--- src/rtl/transmissao_serial_uc_pkg.sv ---
// Shared definitions for the serial-telemetry control unit of the snake game:
// state encodings, default frame/period/watchdog sizes and a width helper.
package transmissao_pkg;

    typedef enum logic [3:0] {
        OCIOSO    = 4'd0,
        PREPARA   = 4'd1,
        TRANSMITE = 4'd2,
        ESPERA    = 4'd3,
        PROXIMO   = 4'd4,
        FIM       = 4'd5,
        ERRO      = 4'd6
    } estado_t;

    localparam int N_DIGITOS_PADRAO = 6;
    localparam int PERIODO_PADRAO   = 5_000_000;
    localparam int TIMEOUT_PADRAO   = 2_000;

    // Counter width able to hold 0..n-1, never narrower than one bit.
    function automatic int largura(input int n);
        return (n > 1) ? $clog2(n) : 1;
    endfunction

endpackage

--- src/rtl/transmissao_serial_uc_temporizador_periodico.sv ---
// Counter 0..PERIODO-1 with enable; held at zero while disabled. tick marks the
// last count. With SATURA set it sticks at the last count (watchdog use).
module temporizador_periodico
    import transmissao_pkg::*;
#(
    parameter int PERIODO = PERIODO_PADRAO,
    parameter bit SATURA  = 1'b0
) (
    input  logic clock,
    input  logic reset,
    input  logic habilita,
    output logic tick
);

    localparam int W = largura(PERIODO);
    localparam logic [W-1:0] MAXIMO = W'(PERIODO - 1);
    localparam logic [W-1:0] UM     = W'(1);
    localparam logic [W-1:0] ZERO   = W'(0);

    logic [W-1:0] valor_r;

    // Count while enabled, wrapping (or saturating) at the last count.
    always_ff @(posedge clock or negedge reset) begin
        if (!reset) begin
            valor_r <= ZERO;
        end else if (!habilita) begin
            valor_r <= ZERO;
        end else if (valor_r == MAXIMO) begin
            valor_r <= SATURA ? MAXIMO : ZERO;
        end else begin
            valor_r <= valor_r + UM;
        end
    end

    assign tick = habilita && (valor_r == MAXIMO);

endmodule

--- src/rtl/transmissao_serial_uc.sv ---
// Control unit sequencing the serial-telemetry datapath: one frame of N_DIGITOS
// characters per request, with request coalescing and a per-character watchdog.
module transmissao_serial_uc
    import transmissao_pkg::*;
#(
    parameter int N_DIGITOS = N_DIGITOS_PADRAO,
    parameter int PERIODO   = PERIODO_PADRAO,
    parameter int TIMEOUT   = TIMEOUT_PADRAO
) (
    input  logic       clock,
    input  logic       reset,
    input  logic       envia,
    input  logic       habilita_periodico,
    input  logic       fim_digito,
    output logic       zera_contador,
    output logic       comeca_transmissao,
    output logic       conta_digito,
    output logic       ocupado,
    output logic       fim_quadro,
    output logic       erro_timeout,
    output logic [3:0] db_estado
);

    localparam logic [2:0] ULTIMO = 3'(N_DIGITOS - 1);

    estado_t    estado_r;
    logic [2:0] indice_r;
    logic       pendente_r;
    logic       primeira_espera_r;
    logic       tick_periodico_s;
    logic       estouro_s;
    logic       vigia_habilita_s;
    logic       requisicao_s;

    temporizador_periodico #(.PERIODO(PERIODO), .SATURA(1'b0)) u_periodo (
        .clock    (clock),
        .reset    (reset),
        .habilita (habilita_periodico),
        .tick     (tick_periodico_s)
    );

    // The watchdog runs from TRANSMITE so the full TIMEOUT covers the character.
    assign vigia_habilita_s = (estado_r == TRANSMITE) || (estado_r == ESPERA);

    temporizador_periodico #(.PERIODO(TIMEOUT), .SATURA(1'b1)) u_vigia (
        .clock    (clock),
        .reset    (reset),
        .habilita (vigia_habilita_s),
        .tick     (estouro_s)
    );

    assign requisicao_s = envia || tick_periodico_s;
    assign db_estado    = estado_r;

    // Pending request: collapses any requests seen while a frame is in flight.
    always_ff @(posedge clock or negedge reset) begin
        if (!reset) begin
            pendente_r <= 1'b0;
        end else if (estado_r == OCIOSO) begin
            pendente_r <= 1'b0;
        end else if (requisicao_s) begin
            pendente_r <= 1'b1;
        end else begin
            pendente_r <= pendente_r;
        end
    end

    // Frame FSM; outputs are registered together with the state they belong to.
    always_ff @(posedge clock or negedge reset) begin
        if (!reset) begin
            estado_r           <= OCIOSO;
            indice_r           <= 3'd0;
            primeira_espera_r  <= 1'b0;
            zera_contador      <= 1'b0;
            comeca_transmissao <= 1'b0;
            conta_digito       <= 1'b0;
            ocupado            <= 1'b0;
            fim_quadro         <= 1'b0;
            erro_timeout       <= 1'b0;
        end else begin
            zera_contador      <= 1'b0;
            comeca_transmissao <= 1'b0;
            conta_digito       <= 1'b0;
            fim_quadro         <= 1'b0;
            erro_timeout       <= 1'b0;
            ocupado            <= 1'b1;
            case (estado_r)
                OCIOSO: begin
                    if (requisicao_s || pendente_r) begin
                        estado_r      <= PREPARA;
                        zera_contador <= 1'b1;
                    end else begin
                        estado_r <= OCIOSO;
                        ocupado  <= 1'b0;
                    end
                end
                PREPARA: begin
                    indice_r           <= 3'd0;
                    estado_r           <= TRANSMITE;
                    comeca_transmissao <= 1'b1;
                end
                TRANSMITE: begin
                    primeira_espera_r <= 1'b1;
                    estado_r          <= ESPERA;
                end
                ESPERA: begin
                    // A done level left over from the previous character is ignored.
                    primeira_espera_r <= 1'b0;
                    if (!primeira_espera_r && fim_digito) begin
                        estado_r     <= PROXIMO;
                        conta_digito <= 1'b1;
                    end else if (estouro_s) begin
                        estado_r     <= ERRO;
                        erro_timeout <= 1'b1;
                    end else begin
                        estado_r <= ESPERA;
                    end
                end
                PROXIMO: begin
                    indice_r <= indice_r + 3'd1;
                    if (indice_r == ULTIMO) begin
                        estado_r   <= FIM;
                        fim_quadro <= 1'b1;
                    end else begin
                        estado_r           <= TRANSMITE;
                        comeca_transmissao <= 1'b1;
                    end
                end
                FIM: begin
                    estado_r <= OCIOSO;
                    ocupado  <= 1'b0;
                end
                ERRO: begin
                    estado_r <= OCIOSO;
                    ocupado  <= 1'b0;
                end
                default: begin
                    estado_r <= OCIOSO;
                    ocupado  <= 1'b0;
                end
            endcase
        end
    end

endmodule

--- config.mk ---
export PLATFORM = sky130hd
export DESIGN_NAME = transmissao_serial_uc
export DESIGN_NICKNAME = d
export VERILOG_FILES = /design/src/rtl/transmissao_serial_uc_pkg.sv /design/src/rtl/transmissao_serial_uc_temporizador_periodico.sv /design/src/rtl/transmissao_serial_uc.sv
export SDC_FILE = /design/constraint.sdc
export NUM_CORES = 1
export LEC_CHECK = 0
export CELL_PAD_IN_SITES_DETAIL_PLACEMENT = 1
export CELL_PAD_IN_SITES_GLOBAL_PLACEMENT = 2
export CORE_MARGIN = 1.5
export CORE_UTILIZATION = 37
export DETAILED_ROUTE_END_ITERATION = 8
export PLACE_DENSITY_LB_ADDON = 0.1
export RECOVER_POWER = 25
export SYNTH_ARGS = -nofsm -noshare
export SYNTH_HDL_FRONTEND = slang
export SYNTH_SLANG_ARGS = --single-unit
export TNS_END_PERCENT = 100
--- constraint.sdc ---
create_clock -name clock -period 2.92 [get_ports clock]
set_clock_uncertainty 0.05 [all_clocks]
set_input_delay 0.584 -clock clock [delete_from_list [all_inputs] [get_ports clock]]
set_output_delay 0.584 -clock clock [all_outputs]
set_load 0.03 [all_outputs]
-- After elaboration in Yosys (flattened, before gate mapping)
Cells that the tools add are included.
- register bits after elaboration: 49
- bits of input ports: 5
- add/sub/neg operators: 3
- eq/ne operators: 7
- mux-type cells: 25
- reduce and logical (&&, ||, !) cells: 12
- operators by type and width (kind ; number):
    $mux W23 ; 2
    $add A23 B1 Y23 const B ; 1
    $eq A23 B23 Y1 const B ; 1
    $mux W11 ; 2
    $pmux W4 S5 ; 1
    $mux W1 ; 13
    $add A11 B1 Y11 const B ; 1
    $eq A11 B11 Y1 const B ; 1
    $mux W3 ; 3
    $eq A4 B2 Y1 const B ; 2
    $pmux W1 S2 ; 3
    $pmux W3 S2 ; 1
    $reduce_bool A2 Y1 ; 3
    $eq A4 B1 Y1 const B ; 1
    $eq A4 B3 Y1 const B ; 1
    $logic_not A4 Y1 ; 1
    $reduce_or A4 Y1 ; 1
    $add A3 B1 Y3 const B ; 1
    $eq A3 B3 Y1 const B ; 1
    $logic_and A1 B1 Y1 ; 3
    $logic_or A1 B1 Y1 ; 3
    $logic_not A1 Y1 ; 1

-- Longest topological paths before layout
Gate-level depths: netlist (run 1).
- depth in word-level cells: 6
- depth in mapped cells: 7
- mapped depth without buffers: 6

-- Modules after synthesis
Synthesis (run 1) repeated with hierarchy kept, for this count alone.
- cell total of the unflattened synthesis: 246
- area total of the unflattened synthesis: 2442.3 µm²
- by module, submodules not included (module ; times used ; cells each ; area each (µm²)):
    temporizador_periodico at u_periodo ; 1 ; 128 ; 1223.7
    transmissao_serial_uc ; 1 ; 64 ; 654.4
    temporizador_periodico at u_vigia ; 1 ; 54 ; 564.3

-- Least setup slack after synthesis (run 1)
OpenSTA, ideal clock, no wires.
- path type: flip-flop to flip-flop
- start point: register u_periodo.valor_r[16]
- end point: register u_periodo.valor_r[10]
- setup time: 121 ps
- arrival: 1897 ps
- path slack: 852 ps
- stages on the path, launching flop included: 6
- cell sequence: dfrtp_1 > or4b_2 > nor4b_1 > a21bo_2 > buf_2 > nor2_1
- longest elaborated chain between the ends: 3
- ends and longest elaborated chain (item ; line ; text):
    start: declaration ; transmissao_serial_uc_temporizador_periodico.sv:20 ; logic [W-1:0] valor_r;
    start signal: assignment ; transmissao_serial_uc_temporizador_periodico.sv:29 ; valor_r <= SATURA ? MAXIMO : ZERO;
    start signal: assignment ; transmissao_serial_uc_temporizador_periodico.sv:31 ; valor_r <= valor_r + UM;
    $eq A23 B23 Y1 ; transmissao_serial_uc_temporizador_periodico.sv:28 ; end else if (valor_r == MAXIMO) begin
    $mux W23 ; transmissao_serial_uc_temporizador_periodico.sv:28 ;
    $mux W23 ; transmissao_serial_uc_temporizador_periodico.sv:26 ; end else if (!habilita) begin
Every way passes these cells.
A chain may end at the register's enable or synchronous reset.

-- Final worst setup path (run 1)
- start point: register u_periodo.valor_r[16]
- end point: register u_periodo.valor_r[8]
Same word-level chain as after synthesis.

==> results of run 1 <==
-- tightest hold or removal path: cells and delay by family, from the launching register on --
family           cells  cell delay, ns
flip-flops           1            0.35
AND/OR/NAND/NOR      1            0.05
AO/OA/AOI/OAI        1            0.06
-- routing by layer --
layer	part of all wire, %	up-vias
li1	-	887
met1	49	896
met2	48	19
met3	2.2	5
met4	1.4	0
met5	0	-
-- final cells by class --
type / instances / share of cell area, %
clock buffer: 6 / 3.13
clock inverter: 2 / 0.570
inverter: 5 / 0.712
multi-input combinational: 179 / 40.8
sequential: 48 / 45.6
tap: 75 / 3.56
timing repair buffer: 17 / 5.65
-- cell families (layout without fill, tap and decap cells) --
group	after synthesis	after routing	share of synthesized area (%)
AND/OR/NAND/NOR	112	112	25.3
flip-flops	48	48	51.2
buffers and inverters	15	30	2.88
AO/OA/AOI/OAI	42	42	10.8
other	1	1	0.160
XOR/XNOR	20	20	7.47
adder cells (fa/ha/maj)	4	4	2.13
-- sequential cells by signal (all words and copies together) (netlist names) --
register,count
u_periodo.valor_r,23
u_vigia.valor_r,11
db_estado,3
indice_r,3
comeca_transmissao,1
conta_digito,1
erro_timeout,1
fim_quadro,1
ocupado,1
pendente_r,1
primeira_espera_r,1
zera_contador,1
-- cell usage in the layout (no fill, tap or decap), drive strengths merged, types with 2 or more instances in the layout --
cell type and n:
nand4 7, nand3 12, clkdlybuf4s50 12, and4 2, nor4b 2, xnor2 12
nand2 19, ha 4, clkinvlp 2, or3 5, nor2 30, dfrtp 48
xor2 8, and3 4, nor2b 2, o31ai 6, or4 7, clkbuf 9
or2 2, inv 4, nor3 10, a21oi 19, o21ai 9, nor4 5
-- stage by stage --
step | setup WS (ns) | instances | total power, W | util, % | hold WS [ns]
after floorplan | 0.852 | 242 | 0.00114 | - | 0.238
after global placement | 0.614 | 323 | 0.00131 | 42.1 | 0.322
after detailed placement | 0.532 | 323 | 0.00132 | 42.1 | 0.326
after CTS | 0.529 | 332 | 0.00175 | 43.9 | 0.446
after global routing | 0.367 | 332 | 0.00183 | 43.8 | 0.480
final | 0.546 | 332 | 0.00172 | 43.8 | 0.442
-- final timing paths --
path / startpoint / end
min in group asynchronous: reset / indice_r[1]
min: primeira_espera_r / primeira_espera_r
max reg2reg: u_periodo.valor_r[16] / u_periodo.valor_r[8]
max in group asynchronous: reset / u_periodo.valor_r[0]
min reg2reg: primeira_espera_r / primeira_espera_r
max: u_periodo.valor_r[16] / u_periodo.valor_r[8]
-- where the power goes --
part / switching [W] / internal [W] / total [W] / leakage [nW]
clock: 0.000231 / 0.000192 / 0.000423 / 0.0434
sequential: 0.0000837 / 0.000747 / 0.000831 / 0.648
combinational: 0.000279 / 0.000183 / 0.000462 / 0.353
-- what timing repair did --
item                                   4_1_cts  5_1_grt
setup buffers                                0        0
hold buffers                                 1        0
resized for setup                            0        0
endpoints found under the hold margin        1        0
==> results.md, run 1 <==
- Reg2reg path depth: 4
- Worst R2R Setup Slack: 0.55 ns
- Logic depth of the worst path, buffers included: 4
- First-pass GRT wire length: 8870 µm
- Count of different cell masters after synthesis: 40
- Class of the tightest hold or removal check: reg2reg
- Most common library cells after synthesis: sky130_fd_sc_hd__dfrtp_1, sky130_fd_sc_hd__nor2_1, sky130_fd_sc_hd__a21oi_1, sky130_fd_sc_hd__nand2_1
- Final wirelength: 5090 µm
- Setup repair after global routing missed its margin: no
- Largest fanout of any net on the critical path: 23
- Accumulated negative setup slack: 0 ns
- Worst hold path depth: 2
- Worst path required time: 3.04 ns
- Height of the chip: 82.6 µm
- Total vias in the final route: 1807
- GRT overflow: 0
- Post-layout min period: 2.37 ns
- Cells after synthesis: 242
- Combined flip-flop and latch cell area: 1200 µm²
- Top_reg_cell synth: sky130_fd_sc_hd__dfrtp_1
- Worst path max stage delay: 0.67 ns
- Core area: 6030 µm²
- Startpoint class of the critical path: flop
- Buffers on Ports: 13
- Routability Congestion: 0.679
- Met3 track demand over resource: 4.29%
- Clock buffers created by TritonCTS: 5
- Chip Width: 82.6 µm
- Vias in the first global route: 1822
- Maximum resistive drop on vdd: 0.300 mV
- Initial standard-cell utilization of the core: 38.9%
- Setup Crit Path Kind: reg2reg
- Total of fill cells in the finished design: 706
- Iter 0 DRT Violations: 39
- Pre-antenna DRT Iters: 4
- Asr flop ratio synth: 100%
- Worst skew pair latency: 0.30 ns
- Number of buffers on the longest clock path: 2
- Number of H-tree levels: 2
- Number of antenna violations at the first check in global routing: 0
- Root buffer cell: sky130_fd_sc_hd__clkbuf_8
- Average wire length per cell after detail routing: 15.3 µm
- Total clock sinks: 48
- DRC viols: 0
- Static leakage: 1.04 nW
- Buffers plus inverters on the worst setup path: 0
- Slowest stage cell, crit path: sky130_fd_sc_hd__or4b_2
- Crit path max-delay family: simple AND/OR/NAND/NOR gates
- CTS tree: yes
- Ratio of routed vias to standard cells: 5.44
- Relative slew margins: 2.10%
- Pin count of the biggest net entering global routing: 27
- Warning count from the yosys run: 0
- Post-route cell area: 2640 µm²
- Synthesized area per cell: 9.69 µm²
- Number of enable flip-flop cells after synthesis: 0
- Number of antenna diodes: 0
- Critical path arrival: 2.49 ns
- Fin crit share: 81.3%
- Run status: completed
- Final Hold Vio Count: 0
- Net count, final: 265
- Most Used Layer, Global Route: met2
- I/O pin cnt: 15
- Slew Viols, Final: 0
- Number of flip-flops and latches in the synthesized netlist: 48
- Syn nets: 251
- Count leader, synth: sky130_fd_sc_hd__dfrtp_1
- Final setup vio count: 0
- Worst setup EP type: flop
- Upper clock frequency limit: 0.421 GHz
- Met1 GRT Util: 21.9%
- Total cell area at the placement stage: 2540 µm²
- Top-area cell type share of the netlist area: 51.2%
- Post-synthesis to final-layout area growth: 12.4%
- Cell types with the largest area share after synthesis: sky130_fd_sc_hd__dfrtp_1, sky130_fd_sc_hd__nor2_1, sky130_fd_sc_hd__xnor2_1
- Clock transition at the registers of the reported paths: 0.09 ns
- Fraction of the yosys area taken by sequential cells: 51.2%
- DRT antenna net count: 0
- Maximum Capacitance Violations: 0
- Cell Pwr Density: 651 nW/µm²
- Area of the multi-input gates: 1080 µm²
- Fraction of final layout cells with drive strength greater than 1: 5.84%
- Tightest Pin Transition: 1.47 ns
- DPL Wire Length: 3540 µm
- CP cell instances: or4b_2 > nor4b_1 > a21bo_2 > nor2_1
- Placement row count: 28
- Met2 global-route usage: 29.3%
- Post-synth design cell area: 2340 µm²
- Total Die Area: 6820 µm²
- Cell taking the most area after synthesis: sky130_fd_sc_hd__dfrtp_1
- Overall global routing resource usage: 17.3%
No activity file was read; power rests on OpenSTA's default activity.
==> inputs of run 2 (changes only) <==
--- a/config.mk
+++ b/config.mk
@@ -8,7 +8,7 @@
 export CELL_PAD_IN_SITES_DETAIL_PLACEMENT = 1
 export CELL_PAD_IN_SITES_GLOBAL_PLACEMENT = 2
 export CORE_MARGIN = 1.5
-export CORE_UTILIZATION = 37
+export CORE_UTILIZATION = 34
 export DETAILED_ROUTE_END_ITERATION = 8
 export PLACE_DENSITY_LB_ADDON = 0.1
 export RECOVER_POWER = 25
==> constraint.sdc (replaced) <==
create_clock -name clock -period 2.1 [get_ports clock]
set_clock_uncertainty 0.05 [all_clocks]
set_input_delay 0.42 -clock clock [delete_from_list [all_inputs] [get_ports clock]]
set_output_delay 0.42 -clock clock [all_outputs]
set_load 0.03 [all_outputs]
==> results.md, run 2 (same netlist as run 1, synthesis figures left out) <==
- Worst setup EP type: flop
- Maximum Capacitance Violations: 0
- Most frequent cells in the layout: sky130_fd_sc_hd__dfrtp_1, sky130_fd_sc_hd__nor2_1, sky130_fd_sc_hd__buf_4
- Average wire length per cell after detail routing: 15.2 µm
- Total of fill cells in the finished design: 768
- Static leakage: 1.17 nW
- Worst skew pair latency: 0.31 ns
- Final Hold Vio Count: 0
- Maximum resistive drop on vdd: 0.253 mV
- I/O pin cnt: 15
- Fraction of final layout cells with drive strength greater than 1: 14.5%
- Cell Pwr Density: 888 nW/µm²
- Critical path arrival: 2.17 ns
- Wire length on met1: 2580 µm
- Routability Congestion: 0.724
- Count of hold buffers inserted by post-cts repair: 0
- First-pass GRT wire length: 9750 µm
- DPL Wire Length: 3930 µm
- Total clock sinks: 48
- Reg2reg path depth: 5
- Top routing layer used: met4
- Overall global routing resource usage: 16.7%
- Pin count of the biggest net entering global routing: 30
- Crit path max-delay family: simple AND/OR/NAND/NOR gates
- Core area: 6720 µm²
- Largest fanout of any net on the critical path: 6
- Register with the highest flop count: u_periodo.valor_r
- Setup Crit Path Kind: reg2reg
- Clock transition at the registers of the reported paths: 0.09 ns
- Startpoint class of the critical path: flop
- Routed wl met3: 99 µm
- Int Pwr: 0.00169 W
- Sequential power share: 44.3%
- Number of buffers on the longest clock path: 2
- Setup repair after global routing missed its margin: no
- GRT overflow: 0
- CP cell instances: nand4_4 > or4_4 > buf_4 > or4_1 > a21oi_1
- DRT antenna net count: 0
- Power spent charging and discharging nets: 0.000831 W
- Slowest stage cell, crit path: sky130_fd_sc_hd__or4_4
- Sw Ratio: 33.0%
- Total Die Area: 7400 µm²
- Number of H-tree levels: 2
- Final wirelength: 5420 µm
- CTS tree: yes
- Upper clock frequency limit: 0.500 GHz
- Chip Width: 86.0 µm
- Flip-flop count of the largest register, all copies and words added: 23
- Worst path max stage delay: 0.57 ns
- Tightest Pin Transition: 1.19 ns
- Vias in the first global route: 2029
- Run status: completed
- Met2 WL: 2720 µm
- Final setup vio count: 0
- Slew Viols, Final: 0
- Number of antenna violations at the first check in global routing: 0
- Placement row count: 30
- Initial standard-cell utilization of the core: 34.9%
- Clock buffers created by TritonCTS: 5
- Height of the chip: 86.0 µm
- Total cell area at the placement stage: 2730 µm²
- Post-layout power: 0.00252 W
- Share of total power in combinational logic: 28.9%
- Fraction of power consumed by the clock network: 26.8%
- Pre-antenna DRT Iters: 4
- Commonest non-fill, non-tap cell in the layout: sky130_fd_sc_hd__dfrtp_1
- Relative slew margins: 20.9%
- Root buffer cell: sky130_fd_sc_hd__clkbuf_8
- Post CTS Setup Buffer Count: 0
- Worst path required time: 2.27 ns
- Number of antenna diodes: 0
- Buffers plus inverters on the worst setup path: 1
- Biggest regs: u_periodo.valor_r (23), u_vigia.valor_r (11)
- Fin crit share: 95.3%
- Fin util: 42.3%
- DRC viols: 0
- Accumulated negative setup slack: 0 ns
- Buffers on Ports: 13
- Class of the tightest hold or removal check: in2async
- Worst Hold Margin: 0.289 ns
- Iter 0 DRT Violations: 50
- Post-synthesis to final-layout area growth: 21.1%
- Post-layout min period: 2.00 ns
- Logic depth of the worst path, buffers included: 5
- Net count, final: 284
- Post-route cell area: 2840 µm²
- Ratio of routed vias to standard cells: 5.25
- Total vias in the final route: 1868
## run 2: power by group through the flow
stage	Combinational (W)	Sequential [W]	Clock, W
final	0.000728	0.00112	0.000675
after global routing	0.000819	0.00114	0.000739
after CTS	0.000747	0.00112	0.000707
after detailed placement	0.000746	0.00114	0
after global placement	0.000737	0.00113	0
after floorplan	0.000337	0.00124	0
## run 2: cell type report
cell class / instances / area [µm²] / share of cell area (%)
clock buffer: 5 / 68.8 / 2.42
clock inverter: 3 / 42.5 / 1.50
inverter: 5 / 18.8 / 0.661
multi-input combinational: 179 / 1090 / 38.3
sequential: 48 / 1200 / 42.3
tap: 80 / 100 / 3.53
timing repair buffer: 36 / 319 / 11.2
## run 2: what timing repair did
action,CTS,global route
gates cloned,0,0
setup endpoints to repair,2,4
resized for setup,1,2
pin swaps,0,0
## run 2: worst paths after layout
check	from	to	slack, ns
max	u_periodo.valor_r[4]	u_periodo.valor_r[21]	0.1
min	reset	indice_r[1]	0.29
max reg2reg	u_periodo.valor_r[4]	u_periodo.valor_r[21]	0.1
min reg2reg	primeira_espera_r	primeira_espera_r	0.44
max in group asynchronous	reset	u_periodo.valor_r[12]	0.39
min in group clock	primeira_espera_r	primeira_espera_r	0.44
## run 2: stage by stage
stage / instances / setup slack, ns
after floorplan: 242 / 0.0319
after global routing: 356 / 0.00315
after global placement: 348 / 0.0405
after CTS: 356 / 0.0499
final: 356 / 0.0990
after detailed placement: 348 / 0.0137
## run 2: per-layer routing
metal | global-route usage [%] | up-vias
li1 | - | 930
met1 | 20.8 | 920
met2 | 29.8 | 16
met3 | 2.69 | 2
met4 | 4.99 | 0
met5 | 0 | -
==> inputs of run 3 (changes only) <==
==> constraint.sdc (replaced) <==
create_clock -name clock -period 1.81 [get_ports clock]
set_clock_uncertainty 0.05 [all_clocks]
set_input_delay 0.362 -clock clock [delete_from_list [all_inputs] [get_ports clock]]
set_output_delay 0.362 -clock clock [all_outputs]
set_load 0.03 [all_outputs]
==> results.md, run 3 (same netlist as run 1, synthesis figures left out) <==
- CTS tree: yes
- Startpoint class of the critical path: flop
- Run status: finished, violations left
- Final setup vio count: 8
- Accumulated negative setup slack: -0.152 ns
- Wire length on met1: 2570 µm
- Register with the highest flop count: u_periodo.valor_r
- Flip-flop count of the largest register, all copies and words added: 23
- Setup Crit Path Kind: reg2reg
- Routed wl met3: 92 µm
- Total clock sinks: 48
- Number of antenna violations at the first check in global routing: 0
- Power spent charging and discharging nets: 0.000984 W
- Maximum resistive drop on vdd: 0.297 mV
- Sw Ratio: 34.8%
- Clock transition at the registers of the reported paths: 0.09 ns
- Buffers on Ports: 13
- Fraction of power consumed by the clock network: 23.1%
- DRT antenna net count: 0
- Final wirelength: 5670 µm
- Ratio of routed vias to standard cells: 5.17
- DPL Wire Length: 3900 µm
- Violations in the final reports: negative setup slack
- Class of the tightest hold or removal check: reg2reg
- Worst setup EP type: flop
- Fin crit share: 103%
- Core area: 6720 µm²
- Chip Width: 86.0 µm
- Average wire length per cell after detail routing: 15.2 µm
- Met2 WL: 2940 µm
- Pre-antenna DRT Iters: 4
- First-pass GRT wire length: 9960 µm
- Worst skew pair latency: 0.30 ns
- Share of total power in combinational logic: 30.8%
- Initial standard-cell utilization of the core: 34.9%
- Number of buffers on the longest clock path: 2
- Cell Pwr Density: 943 nW/µm²
- Clock buffers created by TritonCTS: 5
- Most frequent cells in the layout: sky130_fd_sc_hd__dfrtp_1, sky130_fd_sc_hd__buf_4, sky130_fd_sc_hd__nor2_1
- Number of antenna diodes: 0
- I/O pin cnt: 15
- Upper clock frequency limit: 0.539 GHz
- Fraction of final layout cells with drive strength greater than 1: 21.5%
- Sequential power share: 46.1%
- Int Pwr: 0.00184 W
- Total Die Area: 7400 µm²
- Setup repair after global routing missed its margin: yes
- Top routing layer used: met4
- Least setup slack across all paths after layout: -0.0467 ns
- Pin count of the biggest net entering global routing: 49
- GRT overflow: 0
- Total vias in the final route: 1927
- Post-layout power: 0.00282 W
- Routability Congestion: 0.717
- DRC viols: 0
- Final Hold Vio Count: 0
- Total of fill cells in the finished design: 758
- Iter 0 DRT Violations: 19
- Tightest Pin Transition: 0.667 ns
- Static leakage: 1.25 nW
- Height of the chip: 86.0 µm
- Net count, final: 301
- Placement row count: 30
- Critical path arrival: 2.04 ns
- Largest fanout of any net on the critical path: 7
- Biggest regs: u_periodo.valor_r (23), u_vigia.valor_r (11)
- Overall global routing resource usage: 17.1%
- Root buffer cell: sky130_fd_sc_hd__clkbuf_8
- Commonest non-fill, non-tap cell in the layout: sky130_fd_sc_hd__dfrtp_1
- Worst path required time: 1.99 ns
- Maximum Capacitance Violations: 0
- Vias in the first global route: 2076
- Post-layout min period: 1.86 ns
- Relative slew margins: 55.5%
- Slew Viols, Final: 0
- Number of H-tree levels: 2
- Post-synthesis to final-layout area growth: 27.7%
run 3: final timing paths:
check                                     startpoint               endpoint  slack [ns]  cells after the start
worst min-delay path               primeira_espera_r      primeira_espera_r        0.44                      2
worst max register to register  u_periodo.valor_r[3]  u_periodo.valor_r[20]       -0.05                      4
worst min register to register     primeira_espera_r      primeira_espera_r        0.44                      2
min in group asynchronous                      reset            indice_r[2]        0.69                      3
max in group asynchronous                      reset   u_periodo.valor_r[2]        0.54                      3
worst max-delay path            u_periodo.valor_r[3]  u_periodo.valor_r[20]       -0.05                      4
run 3: per-layer routing:
metal | vias to the layer above | GRT usage (%)
met3 | 6 | 3.18
met2 | 15 | 31.3
met1 | 945 | 20.8
met4 | 0 | 3.96
li1 | 961 | -
met5 | - | 0
run 3: power by group through the flow:
| stage | clock [W] | sequential [W] | combinational, W |
|---|---|---|---|
| finish | 0.000652 | 0.00130 | 0.000869 |
| global route | 0.000729 | 0.00132 | 0.000996 |
| CTS | 0.000694 | 0.00130 | 0.000870 |
| detailed placement | 0 | 0.00133 | 0.000866 |
| global placement | 0 | 0.00132 | 0.000856 |
| floorplan | 0 | 0.00144 | 0.000394 |
run 3: repair_timing:
action / CTS / global route
hold endpoints to repair: 48 / 0
setup buffers: 3 / 2
endpoints found under the setup margin: 24 / 27
gates cloned: 0 / 1
hold buffers: 1 / 0
gates resized for setup: 3 / 8
pin swaps: 1 / 9
run 3: worst max-delay path, stage by stage (launching register included):
cell                      delay (ns)
sky130_fd_sc_hd__dfrtp_1        0.39
sky130_fd_sc_hd__nand4_4        0.12
sky130_fd_sc_hd__or4_4          0.58
sky130_fd_sc_hd__or4_4          0.50
sky130_fd_sc_hd__a21oi_2        0.14
run 3: stage by stage:
stage          setup WS (ns)  area, µm²  std cells  util [%]  hold slack (ns)
2_1_floorplan         -0.123       2380        242         -           0.0164
3_3_place_gp          -0.118       2820        359      42.0            0.323
3_5_place_dp          -0.128       2820        359      42.0            0.325
4_1_cts               -0.131       2960        371      44.1            0.446
5_1_grt               -0.133       3000        373      44.6            0.470
6_report             -0.0467       3000        373      44.6            0.443
run 3: area by class of cell:
cell class / count / area [µm²] / share of cell area, %
clock inverter: 3 / 23.8 / 0.794
sequential: 48 / 1200 / 40.1
clock buffer: 5 / 68.8 / 2.30
tap: 80 / 100 / 3.34
multi-input combinational: 180 / 1150 / 38.3
timing repair buffer: 52 / 433 / 14.5
inverter: 5 / 18.8 / 0.627
